### src/rtl/xge_pkg.sv
// xge_pkg: shared types and helpers for the 10GE RX packet drain.
//   state_t      - drain FSM states
//   FLAG_*       - bit positions inside the 5-bit summary flag vector
//   rx_summary_t - per-frame summary {len, xor signature, flags}
//   byte_mask()  - keep mask for an eop word given pkt_rx_mod
//   sat_len()    - clamp a 15-bit length into the 14-bit summary field
package xge_pkg;

    typedef enum logic [1:0] {
        ST_IDLE = 2'd0,
        ST_READ = 2'd1,
        ST_DONE = 2'd2
    } state_t;

    localparam int unsigned FLAG_MAC_ERR   = 0;
    localparam int unsigned FLAG_RUNT      = 1;
    localparam int unsigned FLAG_GIANT     = 2;
    localparam int unsigned FLAG_FRAME_ERR = 3;
    localparam int unsigned FLAG_TIMEOUT   = 4;
    localparam int unsigned NUM_FLAGS      = 5;

    localparam int unsigned LEN_W   = 14;
    localparam int unsigned WORDS_W = 11;
    localparam logic [WORDS_W-1:0] WORDS_MAX = '1;

    typedef struct packed {
        logic [LEN_W-1:0]     len;
        logic [63:0]          xor_sig;
        logic [NUM_FLAGS-1:0] flags;
    } rx_summary_t;

    // Byte 0 lives in [63:56], so valid bytes are the most significant ones.
    // mod==0 means all eight bytes are valid.
    function automatic logic [63:0] byte_mask(input logic [2:0] mod);
        logic [5:0] sh;
        sh = {3'd0 - mod, 3'b000};   // (8 - mod) * 8 for mod 1..7
        if (mod == 3'd0) byte_mask = '1;
        else             byte_mask = {64{1'b1}} << sh;
    endfunction

    function automatic logic [LEN_W-1:0] sat_len(input logic [LEN_W:0] v);
        sat_len = v[LEN_W] ? '1 : v[LEN_W-1:0];
    endfunction

endpackage

### src/rtl/pkt_rx_accum.sv
// pkt_rx_accum: per-frame word counter, XOR signature and length arithmetic.
//   i_clk, i_rst  - clock, synchronous active-high reset
//   i_clear       - zero all accumulated state (start of a read burst)
//   i_word        - accumulate i_data this cycle
//   i_sop         - this word starts a frame (restarts count and XOR)
//   i_eop         - this word ends a frame; mask with i_mod and latch length
//   i_timeout     - frame aborted; latch length as words*8
//   i_data, i_mod - frame word and eop byte count (0 means 8)
//   o_len         - latched frame length in bytes (saturated)
//   o_xor         - running XOR signature
module pkt_rx_accum
    import xge_pkg::*;
(
    input  logic              i_clk,
    input  logic              i_rst,
    input  logic              i_clear,
    input  logic              i_word,
    input  logic              i_sop,
    input  logic              i_eop,
    input  logic              i_timeout,
    input  logic [63:0]       i_data,
    input  logic [2:0]        i_mod,
    output logic [LEN_W-1:0]  o_len,
    output logic [63:0]       o_xor
);

    logic [WORDS_W-1:0] r_words;
    logic [63:0]        r_xor;
    logic [LEN_W-1:0]   r_len;

    logic [WORDS_W-1:0] w_words_base;
    logic [WORDS_W-1:0] w_words_next;
    logic [63:0]        w_xor_base;
    logic [63:0]        w_keep;
    logic [3:0]         w_last_bytes;
    logic [LEN_W:0]     w_eop_len;
    logic [LEN_W:0]     w_to_len;

    always_comb begin
        w_words_base = i_sop ? '0 : r_words;
        w_words_next = (w_words_base == WORDS_MAX) ? WORDS_MAX
                                                   : w_words_base + 11'd1;
        w_xor_base   = i_sop ? '0 : r_xor;
        w_keep       = i_eop ? byte_mask(i_mod) : '1;
        w_last_bytes = (i_mod == 3'd0) ? 4'd8 : {1'b0, i_mod};
        // Length uses the count including the eop word itself.
        w_eop_len    = {1'b0, w_words_next - 11'd1, 3'b000} + {11'd0, w_last_bytes};
        w_to_len     = {1'b0, r_words, 3'b000};
    end

    always_ff @(posedge i_clk) begin
        if (i_rst || i_clear) begin
            r_words <= '0;
            r_xor   <= '0;
            r_len   <= '0;
        end else begin
            if (i_word) begin
                r_words <= w_words_next;
                r_xor   <= w_xor_base ^ (i_data & w_keep);
                if (i_eop) r_len <= sat_len(w_eop_len);
            end
            if (i_timeout) r_len <= sat_len(w_to_len);
        end
    end

    assign o_len = r_len;
    assign o_xor = r_xor;

endmodule

### src/rtl/pkt_rx_drain.sv
// pkt_rx_drain: 10GE MAC RX packet-interface consumer / self-checking sink.
//   clk_156m25, reset_156m25 - clock and synchronous active-high reset
//   pkt_rx_avail             - MAC holds at least one complete frame
//   pkt_rx_ren               - registered read enable to the MAC
//   pkt_rx_val/sop/eop/err   - MAC word qualifiers
//   pkt_rx_data, pkt_rx_mod  - frame word (byte 0 in [63:56]), eop byte count
//   sum_valid/sum_ready      - per-frame summary handshake
//   sum_len/sum_xor/sum_flags- summary {len, XOR signature, {to,ferr,giant,runt,mac}}
//   cnt_frames/cnt_bad       - wrapping counts of summaries / flagged summaries
module pkt_rx_drain
    import xge_pkg::*;
#(
    parameter int unsigned MAX_BYTES = 1518,
    parameter int unsigned MIN_BYTES = 64,
    parameter int unsigned TIMEOUT   = 255
) (
    input  logic        clk_156m25,
    input  logic        reset_156m25,
    input  logic        pkt_rx_avail,
    output logic        pkt_rx_ren,
    input  logic        pkt_rx_val,
    input  logic        pkt_rx_sop,
    input  logic        pkt_rx_eop,
    input  logic        pkt_rx_err,
    input  logic [63:0] pkt_rx_data,
    input  logic [2:0]  pkt_rx_mod,
    output logic        sum_valid,
    input  logic        sum_ready,
    output logic [13:0] sum_len,
    output logic [63:0] sum_xor,
    output logic [4:0]  sum_flags,
    output logic [31:0] cnt_frames,
    output logic [31:0] cnt_bad
);

    localparam int unsigned TO_W = $clog2(TIMEOUT + 1);
    localparam logic [TO_W-1:0] TO_LAST = TO_W'(TIMEOUT - 1);

    state_t            r_state, w_state_next;
    logic              r_ren, w_ren_next;
    logic              r_in_frame;
    logic              r_frame_err;
    logic              r_mac_err;
    logic              r_timeout;
    logic [TO_W-1:0]   r_to_cnt;
    rx_summary_t       r_sum;
    logic              r_sum_valid;
    logic [31:0]       r_cnt_frames;
    logic [31:0]       r_cnt_bad;

    logic              w_in_read;
    logic              w_acc_word;
    logic              w_eop_hit;
    logic              w_to_hit;
    logic              w_restart;
    logic              w_discard;
    logic              w_acc_clear;
    logic [LEN_W-1:0]  w_acc_len;
    logic [63:0]       w_acc_xor;
    logic [NUM_FLAGS-1:0] w_flags;

    // Word qualifiers only matter while reading; anything else is ignored.
    always_comb begin
        w_in_read  = (r_state == ST_READ);
        w_acc_word = w_in_read && pkt_rx_val && (pkt_rx_sop || r_in_frame);
        w_eop_hit  = w_acc_word && pkt_rx_eop;
        w_to_hit   = w_in_read && !pkt_rx_val && (r_to_cnt == TO_LAST);
        w_restart  = w_in_read && pkt_rx_val && pkt_rx_sop && r_in_frame;
        w_discard  = w_in_read && pkt_rx_val && !pkt_rx_sop && !r_in_frame;
    end

    always_comb begin
        w_state_next = r_state;
        w_ren_next   = r_ren;
        w_acc_clear  = 1'b0;
        case (r_state)
            ST_IDLE: begin
                w_ren_next = 1'b0;
                if (pkt_rx_avail && !r_sum_valid) begin
                    w_ren_next   = 1'b1;
                    w_acc_clear  = 1'b1;
                    w_state_next = ST_READ;
                end
            end
            ST_READ: begin
                w_ren_next = 1'b1;
                if (w_eop_hit || w_to_hit) begin
                    w_ren_next   = 1'b0;
                    w_state_next = ST_DONE;
                end
            end
            ST_DONE: begin
                w_ren_next   = 1'b0;
                w_state_next = ST_IDLE;
            end
            default: begin
                w_ren_next   = 1'b0;
                w_state_next = ST_IDLE;
            end
        endcase
    end

    always_ff @(posedge clk_156m25) begin
        if (reset_156m25) begin
            r_state <= ST_IDLE;
            r_ren   <= 1'b0;
        end else begin
            r_state <= w_state_next;
            r_ren   <= w_ren_next;
        end
    end

    pkt_rx_accum u_accum (
        .i_clk     (clk_156m25),
        .i_rst     (reset_156m25),
        .i_clear   (w_acc_clear),
        .i_word    (w_acc_word),
        .i_sop     (pkt_rx_sop),
        .i_eop     (pkt_rx_eop),
        .i_timeout (w_to_hit),
        .i_data    (pkt_rx_data),
        .i_mod     (pkt_rx_mod),
        .o_len     (w_acc_len),
        .o_xor     (w_acc_xor)
    );

    // Frame tracking and error latches; error latches survive until the
    // summary that reports them is loaded.
    always_ff @(posedge clk_156m25) begin
        if (reset_156m25) begin
            r_in_frame  <= 1'b0;
            r_frame_err <= 1'b0;
            r_mac_err   <= 1'b0;
            r_timeout   <= 1'b0;
            r_to_cnt    <= '0;
        end else begin
            if (!w_in_read)                    r_in_frame <= 1'b0;
            else if (w_eop_hit || w_to_hit)    r_in_frame <= 1'b0;
            else if (pkt_rx_val && pkt_rx_sop) r_in_frame <= 1'b1;

            if (!w_in_read || pkt_rx_val) r_to_cnt <= '0;
            else if (!w_to_hit)           r_to_cnt <= r_to_cnt + 1'b1;

            if (r_state == ST_DONE) begin
                r_frame_err <= 1'b0;
                r_mac_err   <= 1'b0;
                r_timeout   <= 1'b0;
            end else begin
                if (w_restart || w_discard || w_to_hit) r_frame_err <= 1'b1;
                if (w_eop_hit) r_mac_err <= pkt_rx_err;
                if (w_to_hit)  r_timeout <= 1'b1;
            end
        end
    end

    always_comb begin
        w_flags                 = '0;
        w_flags[FLAG_MAC_ERR]   = r_mac_err;
        w_flags[FLAG_RUNT]      = (w_acc_len < LEN_W'(MIN_BYTES));
        w_flags[FLAG_GIANT]     = (w_acc_len > LEN_W'(MAX_BYTES));
        w_flags[FLAG_FRAME_ERR] = r_frame_err;
        w_flags[FLAG_TIMEOUT]   = r_timeout;
    end

    always_ff @(posedge clk_156m25) begin
        if (reset_156m25) begin
            r_sum        <= '0;
            r_sum_valid  <= 1'b0;
            r_cnt_frames <= '0;
            r_cnt_bad    <= '0;
        end else if (r_state == ST_DONE) begin
            r_sum.len     <= w_acc_len;
            r_sum.xor_sig <= w_acc_xor;
            r_sum.flags   <= w_flags;
            r_sum_valid   <= 1'b1;
            r_cnt_frames  <= r_cnt_frames + 32'd1;
            if (|w_flags) r_cnt_bad <= r_cnt_bad + 32'd1;
        end else if (r_sum_valid && sum_ready) begin
            r_sum_valid <= 1'b0;
        end
    end

    assign pkt_rx_ren = r_ren;
    assign sum_valid  = r_sum_valid;
    assign sum_len    = r_sum.len;
    assign sum_xor    = r_sum.xor_sig;
    assign sum_flags  = r_sum.flags;
    assign cnt_frames = r_cnt_frames;
    assign cnt_bad    = r_cnt_bad;

endmodule

### config.mk
export PLATFORM = sky130hd
export DESIGN_NAME = pkt_rx_drain
export DESIGN_NICKNAME = d
export VERILOG_FILES = /design/src/rtl/xge_pkg.sv /design/src/rtl/pkt_rx_accum.sv /design/src/rtl/pkt_rx_drain.sv
export SDC_FILE = /design/constraint.sdc
export NUM_CORES = 1
export LEC_CHECK = 0
export ABC_AREA = 1
export ABC_CLOCK_PERIOD_IN_PS = 3920
export CELL_PAD_IN_SITES_DETAIL_PLACEMENT = 1
export CELL_PAD_IN_SITES_GLOBAL_PLACEMENT = 2
export CORE_MARGIN = 1.5
export CORE_UTILIZATION = 35
export CTS_CLUSTER_SIZE = 28
export DETAILED_ROUTE_END_ITERATION = 7
export DONT_BUFFER_PORTS = 1
export PLACE_DENSITY_LB_ADDON = 0.1
export SETUP_SLACK_MARGIN = 0.4
export SLEW_MARGIN = 10
export SYNTH_ARGS = -nofsm -noshare
export SYNTH_HDL_FRONTEND = slang
export SYNTH_SLANG_ARGS = --single-unit
### constraint.sdc
create_clock -name clk_156m25 -period 3.92 [get_ports clk_156m25]
set_clock_uncertainty 0.2 [all_clocks]
set_input_delay 0.588 -clock clk_156m25 [delete_from_list [all_inputs] [get_ports clk_156m25]]
set_output_delay 0.588 -clock clk_156m25 [all_outputs]
set_load 0.01 [all_outputs]
Word-level counts from Yosys, hierarchy flattened
Cells that the tools add are included.
Widths: inputs -> output; s select.

storage, ports and cells
  register bits after elaboration = 252
  logic and storage cells = 92

cells by class
  add/sub/neg operators = 7
  order comparisons = 2
  equality and inequality tests = 6
  shifts and indexed selects = 1
  muxes and demuxes = 19
  bitwise operators = 3
  reductions and logical operators = 37

operators with widths
  operator               number
  $mux 64                3
  $add 32x1->32 const B  2
  $and 64x64->64         1
  $shl 64x6->64 const A  1
  $xor 64x64->64         1
  $mux 14                4
  $mux 11                2
  $add 14x4->15          1
  $gt 14x11->1 const B   1
  $lt 14x7->1 const B    1
  $logic_and 1x1->1      12
  $add 11x1->11 const B  1
  $eq 11x11->1 const B   1
  $sub 11x1->11 const B  1
  $add 8x1->8 const B    1
  $eq 8x8->1 const B     1
  $reduce_and 2->1       4
  $logic_or 1x1->1       6
  $reduce_bool 2->1      3
  $reduce_or 2->1        3
  $logic_not 1->1        5
  $mux 1                 5
  $reduce_or 5->1        1
  $mux 2                 2
  12 further kinds       12

Logic depth before layout (Yosys ltp)
Gate-level depths: netlist (run 1).

  depth in word-level cells = 9
  depth in mapped cells = 28
  gate-level depth less buffers = 24

Cells and area by module
A second synthesis (run 1) with hierarchy kept.

second synthesis, totals
  cells, all modules = 1,770
  area total of the unflattened synthesis = 11,956.5 µm²

modules (own cells, without submodules)
  module        times used  cells an instance  area each (µm²)  sequential area each (µm²)
  pkt_rx_drain  1           1,019              7,014.2          3,263.1
  pkt_rx_accum  1           751                4,942.2          1,781.7

Worst setup path before layout (run 1)
Ideal clock, no wire load.

  kind = input to register
  start = input pkt_rx_sop
  end = register u_accum.r_len[10], in the netlist u_accum.o_len[10]
  library setup time = 0.128 ns
  data arrival time = 3.200 ns
  data required time = 3.592 ns
  slack = 0.392 ns
  stages = 28
  buffers on the path = 4
  path through = buf_6 inv_8 buf_8 nand2_1 inv_1 ha_1 nand2_1 nor2_4 nand3_2 buf_6 nand2_1 inv_1 ha_1 inv_1 nor2_2 nand3_2 inv_2 nand2_1 nor2_1 nand2_1 nand2_1 nand2_1 nor2_2 nand2_2 buf_6 nand2_1 a21oi_1 nor2_2

between the ends
  longest elaborated chain between the ends = 9

ends and longest elaborated chain
  what                                                  RTL line                                source
  from (decl)                                           pkt_rx_drain.sv:22                      input logic pkt_rx_sop,
  $mux 11                                               pkt_rx_accum.sv:40                      w_words_base = i_sop ? '0 : r_words;
  $add 11x1->11 / $eq 11x11->1 (equally long branches)  pkt_rx_accum.sv:42, pkt_rx_accum.sv:41
  $mux 11                                               pkt_rx_accum.sv:41                      w_words_next = (w_words_base == WORDS_MAX) ? WORDS_MAX
  $sub 11x1->11                                         pkt_rx_accum.sv:47                      w_eop_len = {1'b0, w_words_next - 11'd1, 3'b000} + {11'd0, w_last_bytes};
  $add 14x4->15                                         pkt_rx_accum.sv:47
  $mux 14                                               xge_pkg.sv:42                           sat_len = v[LEN_W] ? '1 : v[LEN_W-1:0];
  $mux 14                                               pkt_rx_accum.sv:60                      if (i_eop) r_len <= sat_len(w_eop_len);
  $mux 14                                               pkt_rx_accum.sv:57                      if (i_word) begin
  $mux 14                                               pkt_rx_accum.sv:62                      if (i_timeout) r_len <= sat_len(w_to_len);
  to (signal assigned)                                  pkt_rx_accum.sv:60
  to (signal assigned)                                  pkt_rx_accum.sv:62
  to (decl)                                             pkt_rx_accum.sv:29                      logic [LEN_W-1:0] r_len;

Parallel ways exist; a longest one is shown, timed or not. The select of a mux whose other input is x is not followed.
A chain may end at the register's enable or synchronous reset.

Worst setup path after layout (run 1)
  start = register u_accum.r_words[0]
  end = register u_accum.r_len[8], in the netlist u_accum.o_len[8]

between the ends
  longest elaborated chain between the ends = 9

ends and longest elaborated chain
  what                                                  RTL line                                source
  from (decl)                                           pkt_rx_accum.sv:27                      logic [WORDS_W-1:0] r_words;
  from (signal assigned)                                pkt_rx_accum.sv:58                      r_words <= w_words_next;
  $mux 11 (*)                                           pkt_rx_accum.sv:40
  $add 11x1->11 / $eq 11x11->1 (equally long branches)  pkt_rx_accum.sv:42, pkt_rx_accum.sv:41
  $mux 11 (*)                                           pkt_rx_accum.sv:41
  $sub 11x1->11 (*)                                     pkt_rx_accum.sv:47
  $add 14x4->15 (*)                                     pkt_rx_accum.sv:47
  $mux 14 (*)                                           xge_pkg.sv:42
  $mux 14 (*)                                           pkt_rx_accum.sv:60
  $mux 14 (*)                                           pkt_rx_accum.sv:57
  $mux 14 (*)                                           pkt_rx_accum.sv:62

Every way passes the cells marked *; elsewhere a longest branch is shown, timed or not. The select of a mux whose other input is x is not followed.

==> out/metrics.sh, run 1 <==
WORST_MIN_DELAY_PATH_STARTPOINT='pkt_rx_data[60]'
SEQCELLAREA_SQ_UM=5040
HOLD_PATH_DEPTH=3
POWER.DENSITY_CELL_AREA_nW_PER_UM2=423
GRT_PASS1_WL_MM=57.7
POSTSYNTHCELLCOUNT=1635
WORSTHOLDENDPOINT='u_accum.o_xor[60]'
TIMING.MAX_CAP.VIOLATIONS=0
MAXSLEWVIOLCOUNT=0
SYN_NETS=1721
LAYOUT_WORST_PATH_CYCLE_SHARE_PCT=80.2
TIGHTEST_SLEW_MARGIN_RELATIVE_TO_THE_LIMIT_PCT=26.7
YS_WARN_COUNT=0
SYNTHTOPCELLSBYAREA='dfxtp_1 (43%), nand2_1 (11%), inv_1 (6.0%)'
SYNTH_TOP_AREA_SHARE_PCT=43.3
POST-SYNTH-TOP-AREA-CELL='dfxtp_1'
MOSTFREQUENTLAYOUTCELLS='nand2_1 (350), dfxtp_1 (252), inv_1 (186)'
DIE_HEIGHT_UM=185
MAX_BUFFERS_ROOT_TO_SINK=3
IRDROPWORSTVDD_mV=0.373
CTS.SINKS=252
FLOORPLAN.CORE_AREA_SQ_UM=32600
ENDPOINT_KIND='flop'
SYNTH_CELL_TYPE_COUNT=41
SYNTH_SEQ_CELLS=252
HPWL_MM=26.4
CRITICAL_R2R_CAPTURE='u_accum.o_len[8]'
LAYOUT_COMMONEST_CELL='nand2_1'
REPORT.FINAL.HOLD_VIOL_COUNT=0
ANTENNA_VIOLATIONS_BEFORE_REPAIR=2
RRSETUPSLACK_NS=0.78
GLOBALROUTETOTALUTIL_PCT=21.1
ROUTE.FINAL.WIRE_LENGTH_MM=37.0
UNREPAIRED_SETUP_ENDPOINTS_AFTER_GLOBAL_ROUTING='false'
POST_SYNTH.CELL_AREA_AVG_SQ_UM=7.13
PIN_COUNT=224
IO_BUFFERS=0
SETUP_VIOL_COUNT_FINAL=0
CRITICAL_PATH_START_END_CLASSIFICATION='flop to flop'
SYNTH-SEQ-AREA-SHARE_PCT=43.3
PLACE.GP.CONGESTION=0.837
FINAL.SETUP.TNS_NS=0
POST_LAYOUT_NONFILLER_INSTANCES=2098
ROWS=66
DRIVE_ABOVE_1_SHARE_PCT=7.01
CLOCKROOTBUFFER='clkbuf_16'
DRT_FIRST_PASS_ITERS=4
GRT_PASS1_VIAS=10445
DETAILROUTE.VIA_COUNT=10594
ANT_NETS=0
DETAILED_ROUTE_VIAS_PER_INSTANCE=5.05
MAX_FREQ_MHz=318
LAYOUT_MIN_CYCLE_TIME_NS=3.14
INITIAL_UTILIZATION_PCT=35.7
WORSTSKEWPAIRLATENCY_NS=0.57
CLOCK_TRANSITION_AT_THE_REGISTER_CLOCK_PINS_ON_THE_WORST_SETUP_AND_HOLD_PATHS_AFTER_CTS_NS=0.06
DRC=0
H-TREE-DEPTH=1
OUTCOME='complete, no violations'
PLACE.DETAILED.INSTANCES=2027
WORST_SETUP_PATH_START_KIND='flop'
WORST-R2R-CELL-COUNT=22
HP-CLASS='primary input to flop'
MULTIINPUTGATEAREA_SQ_UM=5610
LEAKAGE_DISSIPATION_nW=4.73
CHIPWIDTH_UM=185
CP.ARRIVAL_NS=3.43
WORST_PIN_SLEW_NS=1.10
GRT_MAX_DEGREE=81
SYN-CELL-AREA_SQ_UM=11700
CTS_TREE='built'
FLOORPLAN.DIE_AREA_SQ_UM=34400
FINISH.NET_COUNT=1718
DRT_FIRST_ITER_VIOLATIONS=345
CTS_BUFFERS=30
NFILLCELLS=4117
WORSTPATHREQUIRED_NS=4.21
AREA_DELTA_SYNTH_FINAL_PCT=13.6
WORST-PATH-MAX-FANOUT=10
GRT_REMAINING_OVERFLOW=0
STARTPOINT_OF_THE_WORST_REGISTER_TO_REGISTER_PATH='u_accum.r_words[0]'
ROUTED_WIRE_LENGTH_PER_INSTANCE_UM=17.6
## through the flow
step | instance area, sq um | total power [mW] | hold slack (ns) | worst slack (ns) | util, %
global route | 13200 | 5.84 | 0.00528 | 0.408 | 40.6
finish | 13200 | 5.59 | 0.0249 | 0.777 | 40.6
global placement | 12100 | 2.92 | 0.255 | 0.307 | 37.1
detailed placement | 12100 | 2.92 | 0.255 | 0.200 | 37.1
floorplan | 11700 | 2.85 | 0.241 | 0.417 | -
CTS | 13200 | 5.70 | 0.00147 | 0.545 | 40.5
## where the power goes
group          leakage, nW  internal [mW]  total, mW  switching [mW]
Combinational         2.23         0.0773      0.285           0.208
Clock                0.468           1.60       2.71            1.11
Sequential            2.03           2.58       2.60          0.0156
## what timing repair did
item	4_1_cts	5_1_grt
hold endpoints to repair	50	0
resized for setup	0	3
hold buffers	13	0
setup buffers	0	2
endpoints found under the setup margin	0	12
## how the worst max path moves through the flow
stage                            start                end  slack, ns  cells after the start
floorplan                   pkt_rx_sop  u_accum.o_len[10]       0.42                     28
global placement            pkt_rx_sop   u_accum.o_len[8]       0.31                     23
detailed placement          pkt_rx_sop   u_accum.o_len[8]       0.20                     23
CTS                 u_accum.r_words[0]   u_accum.o_len[8]       0.55                     22
global route        u_accum.r_words[1]  u_accum.o_len[11]       0.41                     22
finish              u_accum.r_words[0]   u_accum.o_len[8]       0.78                     22
## synth_stat cells (all sizes together)
cell type	n
nand2	365
a211oi	1
nand3b	5
inv	194
dfxtp	252
nor4	29
clkinv	3
a31oi	1
buf	13
ha	11
nor3	44
o22ai	21
nand3	132
xor2	41
or2	1
a21oi	116
xnor2	8
o21ai	127
nand4	17
nor3b	9
nor2	159
o21a	12
clkbuf	55
o21bai	18
o31ai	1
## metal layers
layer  wire [um]  part of all wire, %  vias up  track usage [%]
met5          13                0.035        -                0
met1       16500                   45     5032             26.5
li1            -                    -     5319                -
met3        2910                  7.9       46             6.50
met2       17000                   46      195             35.2
met4         576                  1.6        2             4.68
## area by class of cell
class | count | area share [%]
Multi-Input combinational cell | 1118 | 42.4
Antenna cell | 1 | 0.0189
Tap cell | 442 | 4.18
Timing Repair Buffer | 33 | 2.38
Clock buffer | 48 | 6.64
Inverter | 197 | 5.64
Sequential cell | 252 | 38.1
Clock inverter | 7 | 0.662
## critical path, stage by stage (launching register included)
cell and delay [ns]:
dfxtp_1 0.35, nand2_1 0.09, inv_1 0.08, ha_1 0.18, nand2_1 0.11, nor2_4 0.20, nand3_4 0.13, nand2_1 0.10
inv_1 0.06, ha_1 0.20, inv_1 0.12, nor2_2 0.07, nand3_2 0.11, inv_2 0.03, nand2_1 0.12, nand2_1 0.08
o21ai_2 0.12, nand3_2 0.16, nor2_4 0.13, nand2_4 0.12, o21ai_0 0.12, nand2_1 0.07, a21oi_1 0.11
## registers in the layout (all words and copies together) (netlist names)
| signal | count |
|---|---|
| r_in_frame | 1 |
| r_mac_err | 1 |
| sum_len | 14 |
| r_to_cnt | 8 |
| u_accum.o_xor | 64 |
| pkt_rx_ren | 1 |
| r_frame_err | 1 |
| cnt_frames | 32 |
| sum_valid | 1 |
| sum_xor | 64 |
| cnt_bad | 32 |
| u_accum.o_len | 14 |
| r_state | 2 |
| r_timeout | 1 |
| u_accum.r_words | 11 |
| sum_flags | 5 |
## cell families after synthesis
| kind of cell | share of synthesized area [%] |
|---|---|
| xor gates and xnor gates | 3.68 |
| AOI/OAI and AO/OA | 13.7 |
| adders and majority gates | 1.18 |
| buffers and inverters | 8.90 |
| and+or+nand+nor | 29.3 |
| DFF | 43.3 |
No activity file was read; power rests on OpenSTA's default activity.
==> inputs of run 2 (changes only) <==
--- a/config.mk
+++ b/config.mk
@@ -6,11 +6,11 @@
 export NUM_CORES = 1
 export LEC_CHECK = 0
 export ABC_AREA = 1
-export ABC_CLOCK_PERIOD_IN_PS = 3920
+export ABC_CLOCK_PERIOD_IN_PS = 2700
 export CELL_PAD_IN_SITES_DETAIL_PLACEMENT = 1
 export CELL_PAD_IN_SITES_GLOBAL_PLACEMENT = 2
 export CORE_MARGIN = 1.5
-export CORE_UTILIZATION = 35
+export CORE_UTILIZATION = 32
 export CTS_CLUSTER_SIZE = 28
 export DETAILED_ROUTE_END_ITERATION = 7
 export DONT_BUFFER_PORTS = 1
==> constraint.sdc (replaced) <==
create_clock -name clk_156m25 -period 2.7 [get_ports clk_156m25]
set_clock_uncertainty 0.2 [all_clocks]
set_input_delay 0.405 -clock clk_156m25 [delete_from_list [all_inputs] [get_ports clk_156m25]]
set_output_delay 0.405 -clock clk_156m25 [all_outputs]
set_load 0.01 [all_outputs]
==> out/metrics.sh, run 2 (synthesized netlist as in run 1, its figures left out) <==
WORST_SETUP_PATH_START_KIND='flop'
MAX_BUFFERS_ROOT_TO_SINK=3  # unchanged
LEAKAGE_DISSIPATION_nW=5.82  # +23%
ROUTE.FINAL.WIRE_LENGTH_MM=41.4  # +12%
WORST_MIN_DELAY_PATH_STARTPOINT='reset_156m25'
MOSTFREQUENTLAYOUTCELLS='nand2_1 (321), dfxtp_1 (239), inv_1 (175)'
UNREPAIRED_SETUP_ENDPOINTS_AFTER_GLOBAL_ROUTING='true'
POWER.DENSITY_CELL_AREA_nW_PER_UM2=537  # +27%
FINALINSTANCEAREA_SQ_UM=15500  # +17%
LAYOUT_MIN_CYCLE_TIME_NS=2.64  # -0.508 ns
PIN_COUNT=224  # unchanged
CTS_TREE='built'
LAYOUT_COMMONEST_CELL='nand2_1'
GRT_PASS1_WL_MM=65.0  # +13%
PLACE.DETAILED.INSTANCES=2122  # +4.7%
INITIAL_UTILIZATION_PCT=32.6  # -3.1 points
TIMING.CRITICAL_PATH.SLOWEST_STAGE_CELL='dfxtp_2'
ENDPOINT_KIND='flop'
MAXSLEWVIOLCOUNT=0  # unchanged
CRIT_TOP_CELL='nand2_1'
WORST_SLACK_SETUP_FINAL_NS=0.0644  # -0.712 ns
OUTCOME='finished with violations'
CTS_BUFFERS=30  # unchanged
TIGHTEST_SLEW_MARGIN_RELATIVE_TO_THE_LIMIT_PCT=63.2  # +37 points
DETAILROUTE.VIA_COUNT=11360  # +7.2%
GRT_REMAINING_OVERFLOW=0  # unchanged
WORST_PIN_SLEW_NS=0.550  # -0.549 ns
H-TREE-DEPTH=1  # unchanged
IO_BUFFERS=0  # unchanged
IRDROPWORSTVDD_mV=0.493  # +32%
WORSTSKEWPAIRLATENCY_NS=0.56  # about the same
PLACE.GP.CONGESTION=0.847  # +1.2%
CLOCKROOTBUFFER='clkbuf_16'
PRE_CTS_SLACK_NS=-0.249  # -0.449 ns
ANTENNA_VIOLATIONS_BEFORE_REPAIR=4  # +2
GLOBALROUTETOTALUTIL_PCT=21.4  # +0.35 points
ROWS=69  # +4.5%
AREA_DELTA_SYNTH_FINAL_PCT=33.0
CP.ARRIVAL_NS=2.93  # -0.50 ns
STARTPOINT_OF_THE_WORST_REGISTER_TO_REGISTER_PATH='u_accum.r_words[1]'
MAX_FREQ_MHz=379  # +19%
CLOCK_TRANSITION_AT_THE_REGISTER_CLOCK_PINS_ON_THE_WORST_SETUP_AND_HOLD_PATHS_AFTER_CTS_NS=0.06  # about the same
SETUP_VIOL_COUNT_FINAL=0  # unchanged
LAYOUT_WORST_PATH_CYCLE_SHARE_PCT=97.6  # +17 points
FLOORPLAN.DIE_AREA_SQ_UM=37600  # +9.2%
DRT_FIRST_ITER_VIOLATIONS=333  # -3.5%
CRITPATHLAUNCH='u_accum.r_words[1]'
GRT.MET3_USAGE_PCT=6.05  # -0.44 points
TIMING.MAX_CAP.VIOLATIONS=0  # unchanged
WORSTPATHREQUIRED_NS=2.99  # -1.22 ns
SLOWEST_DELAY_NS=0.33  # -0.02 ns
FLOORPLAN.CORE_AREA_SQ_UM=35700  # +9.6%
FINISH.NET_COUNT=1894  # +10%
CHIPWIDTH_UM=194  # +4.5%
GRT_UTIL_MET2_PCT=35.6  # +0.43 points
DRT_FIRST_PASS_ITERS=7  # +3
GRT_MAX_DEGREE=81  # unchanged
FAILED_CHECKS='DRC'
DETAILED_PLACE.AREA_SQ_UM=12900  # +6.4%
CRITICAL_PATH.CELL_CHAIN='inv_2 -> nor2_4 -> ha_4 -> nand2_4 -> nor2_4 -> buf_4 -> nand2_2 -> nand2_1 -> nand2_1 -> nor2_2 -> nand2_2 -> nor2_4 -> nand2_1 -> nand2_1 -> nand2_1 -> a21oi_4 -> nand2_4 -> buf_6 -> a21oi_2'
ANT_NETS=0  # unchanged
HPWL_MM=28.7  # +8.7%
DRC=30  # +30
GRT_PASS1_VIAS=11601  # +11%
REPORT.FINAL.HOLD_VIOL_COUNT=0  # unchanged
DIE_HEIGHT_UM=194  # +4.5%
FINALPOWER_mW=8.32  # +49%
CRITICAL_PATH_START_END_CLASSIFICATION='flop to flop'
DETAILED_ROUTE_VIAS_PER_INSTANCE=4.95  # -2.0%
USE_MET1_PCT=27.4  # +0.86 points
CTS.SINKS=252  # unchanged
ROUTED_WIRE_LENGTH_PER_INSTANCE_UM=18.0  # +2.3%
BUSIEST_LAYER='met2'
WORST-PATH-MAX-FANOUT=5  # -5
POST_LAYOUT_NONFILLER_INSTANCES=2295  # +9.4%
HP-CLASS='primary input to flop'
DRIVE_ABOVE_1_SHARE_PCT=19.4  # +12 points
[run 2: cell types whose count changed in the layout (fill, tap and decap cells not counted), sizes merged]
cell	change
buf	+109
dlygate4sd3	+64
clkbuf	-4
clkinv	+2
clkinvlp	+2
diode	+2
bufbuf	+1
inv	+1
nand2	+1
[run 2: final timing paths]
path / depth (start not counted) / slack [ns] / to
setup / recovery: 19 / 0.06 / u_accum.o_len[2]
hold / removal: 3 / 0.02 / cnt_bad[6]
setup reg to reg: 19 / 0.06 / u_accum.o_len[2]
hold reg to reg: 2 / 0.27 / sum_xor[63]
[run 2: power by group]
group | switching [mW] | internal, mW | total (mW) | leakage, nW
Clock | 1.64 | 2.32 | 3.96 | 0.476
Sequential | 0.0212 | 3.75 | 3.77 | 2.04
Combinational | 0.366 | 0.226 | 0.592 | 3.30
Total | 2.02 | 6.30 | 8.32 | 5.82
[run 2: cell type report]
class	instances	area [sq um]
diodes	3	7.51
flip-flops and latches	252	5070
clock buffers	43	871
fillers	4375	20200
repair buffers	208	1940
inverters	197	762
multi-input cells	1119	6180
well taps	461	577
clock inverters	12	90.1
[run 2: routing by layer]
layer,routed length (um),up-vias
li1,-,5694
met5,13,-
met1,18800,5411
met2,19000,201
met3,2620,52
met4,924,2
[run 2: timing repair]
item	CTS	global route
cloned	2	1
resized for setup	76	81
pin swaps	36	63
buffers inserted	13	21
hold buffers	78	0
endpoints found under the hold margin	117	0
setup endpoints to repair	106	76
[run 2: per-stage QoR]
stage / util (%) / TNS [ns] / hold WS, ns
final: 43.4 / 0 / 0.0180
after global routing: 43.4 / -1.53 / 0.0180
after CTS: 42.0 / 0 / 0.00221
after detailed placement: 36.0 / -2.58 / 0.264
after global placement: 36.0 / -1.41 / 0.255
after floorplan: - / -4.54 / 0.241
[run 2: critical path: cells and delay by family, from the launching register on]
kind / cells / cell delay (ns)
fa+ha+maj: 1 / 0.16
flops: 1 / 0.33
compound gates: 2 / 0.33
buf+inv: 3 / 0.35
simple gates: 13 / 1.20
==> inputs of run 3 (changes only) <==
--- a/config.mk
+++ b/config.mk
@@ -9,7 +9,7 @@
 export ABC_CLOCK_PERIOD_IN_PS = 2700
 export CELL_PAD_IN_SITES_DETAIL_PLACEMENT = 1
 export CELL_PAD_IN_SITES_GLOBAL_PLACEMENT = 2
-export CORE_MARGIN = 1.5
+export CORE_MARGIN = 2
 export CORE_UTILIZATION = 32
 export CTS_CLUSTER_SIZE = 28
 export DETAILED_ROUTE_END_ITERATION = 7
==> out/metrics.sh, run 3 (synthesized netlist as in run 1, its figures left out) <==
WORST_SETUP_PATH_START_KIND='flop'
ROUTED_WIRE_LENGTH_PER_INSTANCE_UM=18.0  # about the same
FAILED_CHECKS='hold timing'
GRT_PASS1_VIAS=11597  # -0.034%
FINALINSTANCEAREA_SQ_UM=15300  # -1.1%
LAYOUT_COMMONEST_CELL='nand2_1'
UNREPAIRED_SETUP_ENDPOINTS_AFTER_GLOBAL_ROUTING='true'
TIGHTEST_SLEW_MARGIN_RELATIVE_TO_THE_LIMIT_PCT=67.7  # +4.5 points
MAX_FREQ_MHz=378  # -0.26%
WORST-PATH-MAX-FANOUT=5  # unchanged
CTS_TREE='built'
MOSTFREQUENTLAYOUTCELLS='nand2_1 (319), dfxtp_1 (240), inv_1 (176)'
SETUP_VIOL_COUNT_FINAL=0  # unchanged
HOLDWS_NS=-0.000962  # -0.0190 ns
ROWS=69  # unchanged
DRC=0  # -100%
GRT_MAX_DEGREE=81  # unchanged
OUTCOME='finished with violations'
MAX_BUFFERS_ROOT_TO_SINK=3  # unchanged
HP-CLASS='primary input to flop'
PIN_COUNT=224  # unchanged
ENDPOINT_KIND='flop'
WORST_PIN_SLEW_NS=0.483  # -0.0667 ns
DRT_FIRST_PASS_ITERS=4  # -3
POST_LAYOUT_NONFILLER_INSTANCES=2269  # -1.1%
AREA_DELTA_SYNTH_FINAL_PCT=31.5
ROUTE.FINAL.WIRE_LENGTH_MM=40.9  # -1.2%
WORST_SLACK_SETUP_FINAL_NS=0.0577  # -0.00674 ns
FLOORPLAN.DIE_AREA_SQ_UM=38000  # +1.0%
LAYOUT_MIN_CYCLE_TIME_NS=2.64  # +0.00674 ns
CTS_BUFFERS=30  # unchanged
WORSTSKEWPAIRLATENCY_NS=0.59  # +0.03 ns
CP.ARRIVAL_NS=2.95  # +0.02 ns
DRT_FIRST_ITER_VIOLATIONS=365  # +9.6%
NFILLCELLS=4362  # -0.30%
GRT_REMAINING_OVERFLOW=0  # unchanged
LAYOUT_WORST_PATH_CYCLE_SHARE_PCT=97.9  # +0.25 points
CTS.SINKS=252  # unchanged
CRITICAL_PATH_START_END_CLASSIFICATION='flop to flop'
WORSTPATHREQUIRED_NS=3.01  # +0.02 ns
CHIPWIDTH_UM=195  # +0.52%
PLACE.DETAILED.INSTANCES=2113  # -0.42%
DETAILED_ROUTE_VIAS_PER_INSTANCE=4.96  # +0.19%
MAXSLEWVIOLCOUNT=0  # unchanged
CLOCKROOTBUFFER='clkbuf_16'
REPORT.FINAL.HOLD_VIOL_COUNT=1  # +1
DETAILROUTE.VIA_COUNT=11253  # -0.94%
IO_BUFFERS=0  # unchanged
CLOCK_TRANSITION_AT_THE_REGISTER_CLOCK_PINS_ON_THE_WORST_SETUP_AND_HOLD_PATHS_AFTER_CTS_NS=0.06  # about the same
IRDROPWORSTVDD_mV=0.604  # +22%
DIE_HEIGHT_UM=195  # +0.52%
LEAKAGE_DISSIPATION_nW=5.70  # -2.1%
ANT_NETS=0  # unchanged
PLACE.GP.CONGESTION=0.827  # -2.4%
PRE_CTS_SLACK_NS=-0.256  # -0.00659 ns
ANTENNA-DIODE-COUNT=0  # -3
FIN_UTIL_PCT=42.9  # -0.47 points
FINAL.SETUP.TNS_NS=0  # unchanged
TIMING.MAX_CAP.VIOLATIONS=0  # unchanged
DRIVE_ABOVE_1_SHARE_PCT=17.9  # -1.5 points
INITIAL_UTILIZATION_PCT=32.6  # unchanged
FINISH.NET_COUNT=1871  # -1.2%
POWER.DENSITY_CELL_AREA_nW_PER_UM2=564  # +5.0%
GLOBALROUTETOTALUTIL_PCT=21.0  # -0.40 points
HPWL_MM=28.8  # +0.34%
DETAILED_PLACE.AREA_SQ_UM=12800  # -0.43%
GRT_PASS1_WL_MM=64.5  # -0.69%
H-TREE-DEPTH=1  # unchanged
ANTENNA_VIOLATIONS_BEFORE_REPAIR=1  # -3
FLOORPLAN.CORE_AREA_SQ_UM=35700  # unchanged
==> run 3: final timing paths <==
kind,end,slack (ns),from,cells past startpoint
worst min-delay path,r_state[0],-0.001,pkt_rx_avail,4
worst max-delay path,u_accum.o_len[2],0.06,u_accum.r_words[10],18
worst max register to register,u_accum.o_len[2],0.06,u_accum.r_words[10],18
worst min register to register,r_to_cnt[4],0.27,r_to_cnt[4],1
==> run 3: area by class of cell <==
class | instances | area, sq um | share of cell area (%)
clock inverter | 10 | 180 | 1.18
tap | 461 | 577 | 3.76
clock buffer | 45 | 867 | 5.66
sequential | 252 | 5070 | 33.1
multi-input combinational | 1119 | 6140 | 40.1
timing repair buffer | 185 | 1730 | 11.3
inverter | 197 | 767 | 5.00
==> run 3: through the flow <==
| stage | hold slack (ns) | power (mW) |
|---|---|---|
| finish | -0.000962 | 8.64 |
| global route | 0.0181 | 8.98 |
| CTS | 0.00776 | 8.77 |
| detailed placement | 0.257 | 4.31 |
| global placement | 0.250 | 4.30 |
| floorplan | 0.241 | 4.14 |
==> run 3: timing repair <==
action | CTS | global route
cloned | 1 | 1
setup endpoints to repair | 52 | 97
pin swaps | 33 | 37
hold endpoints to repair | 118 | 0
buffers inserted | 10 | 14
resized for setup | 59 | 82
hold buffers | 75 | 0
==> run 3: power breakdown <==
| group | internal (mW) | switching [mW] | leakage (nW) |
|---|---|---|---|
| combinational | 0.222 | 0.366 | 3.16 |
| clock | 2.60 | 1.69 | 0.503 |
| sequential | 3.75 | 0.0213 | 2.04 |
| total | 6.57 | 2.08 | 5.70 |
==> run 3: layer usage <==
layer,wire length [um],vias to the layer above,global-route usage (%),part of all wire (%)
li1,-,5635,-,-
met1,18400,5350,27.1,45
met2,19000,220,35.4,47
met3,2680,46,5.31,6.6
met4,708,2,4.89,1.7
met5,13,-,0,0.032
==> run 3: worst max-delay path, cell delays in order (launching register included) <==
cell and delay (ns):
dfxtp_1 0.40, nand2_1 0.09, nor2_1 0.27, nand3_4 0.15, nand2_2 0.10, inv_2 0.05, ha_4 0.16, inv_4 0.06
nor2_4 0.04, nand3_4 0.07, inv_2 0.05, nand2_4 0.10, nand2_4 0.06, o21ai_4 0.08, nand3_4 0.11, nor2_4 0.21
nand2_4 0.13, buf_6 0.15, a21oi_2 0.12
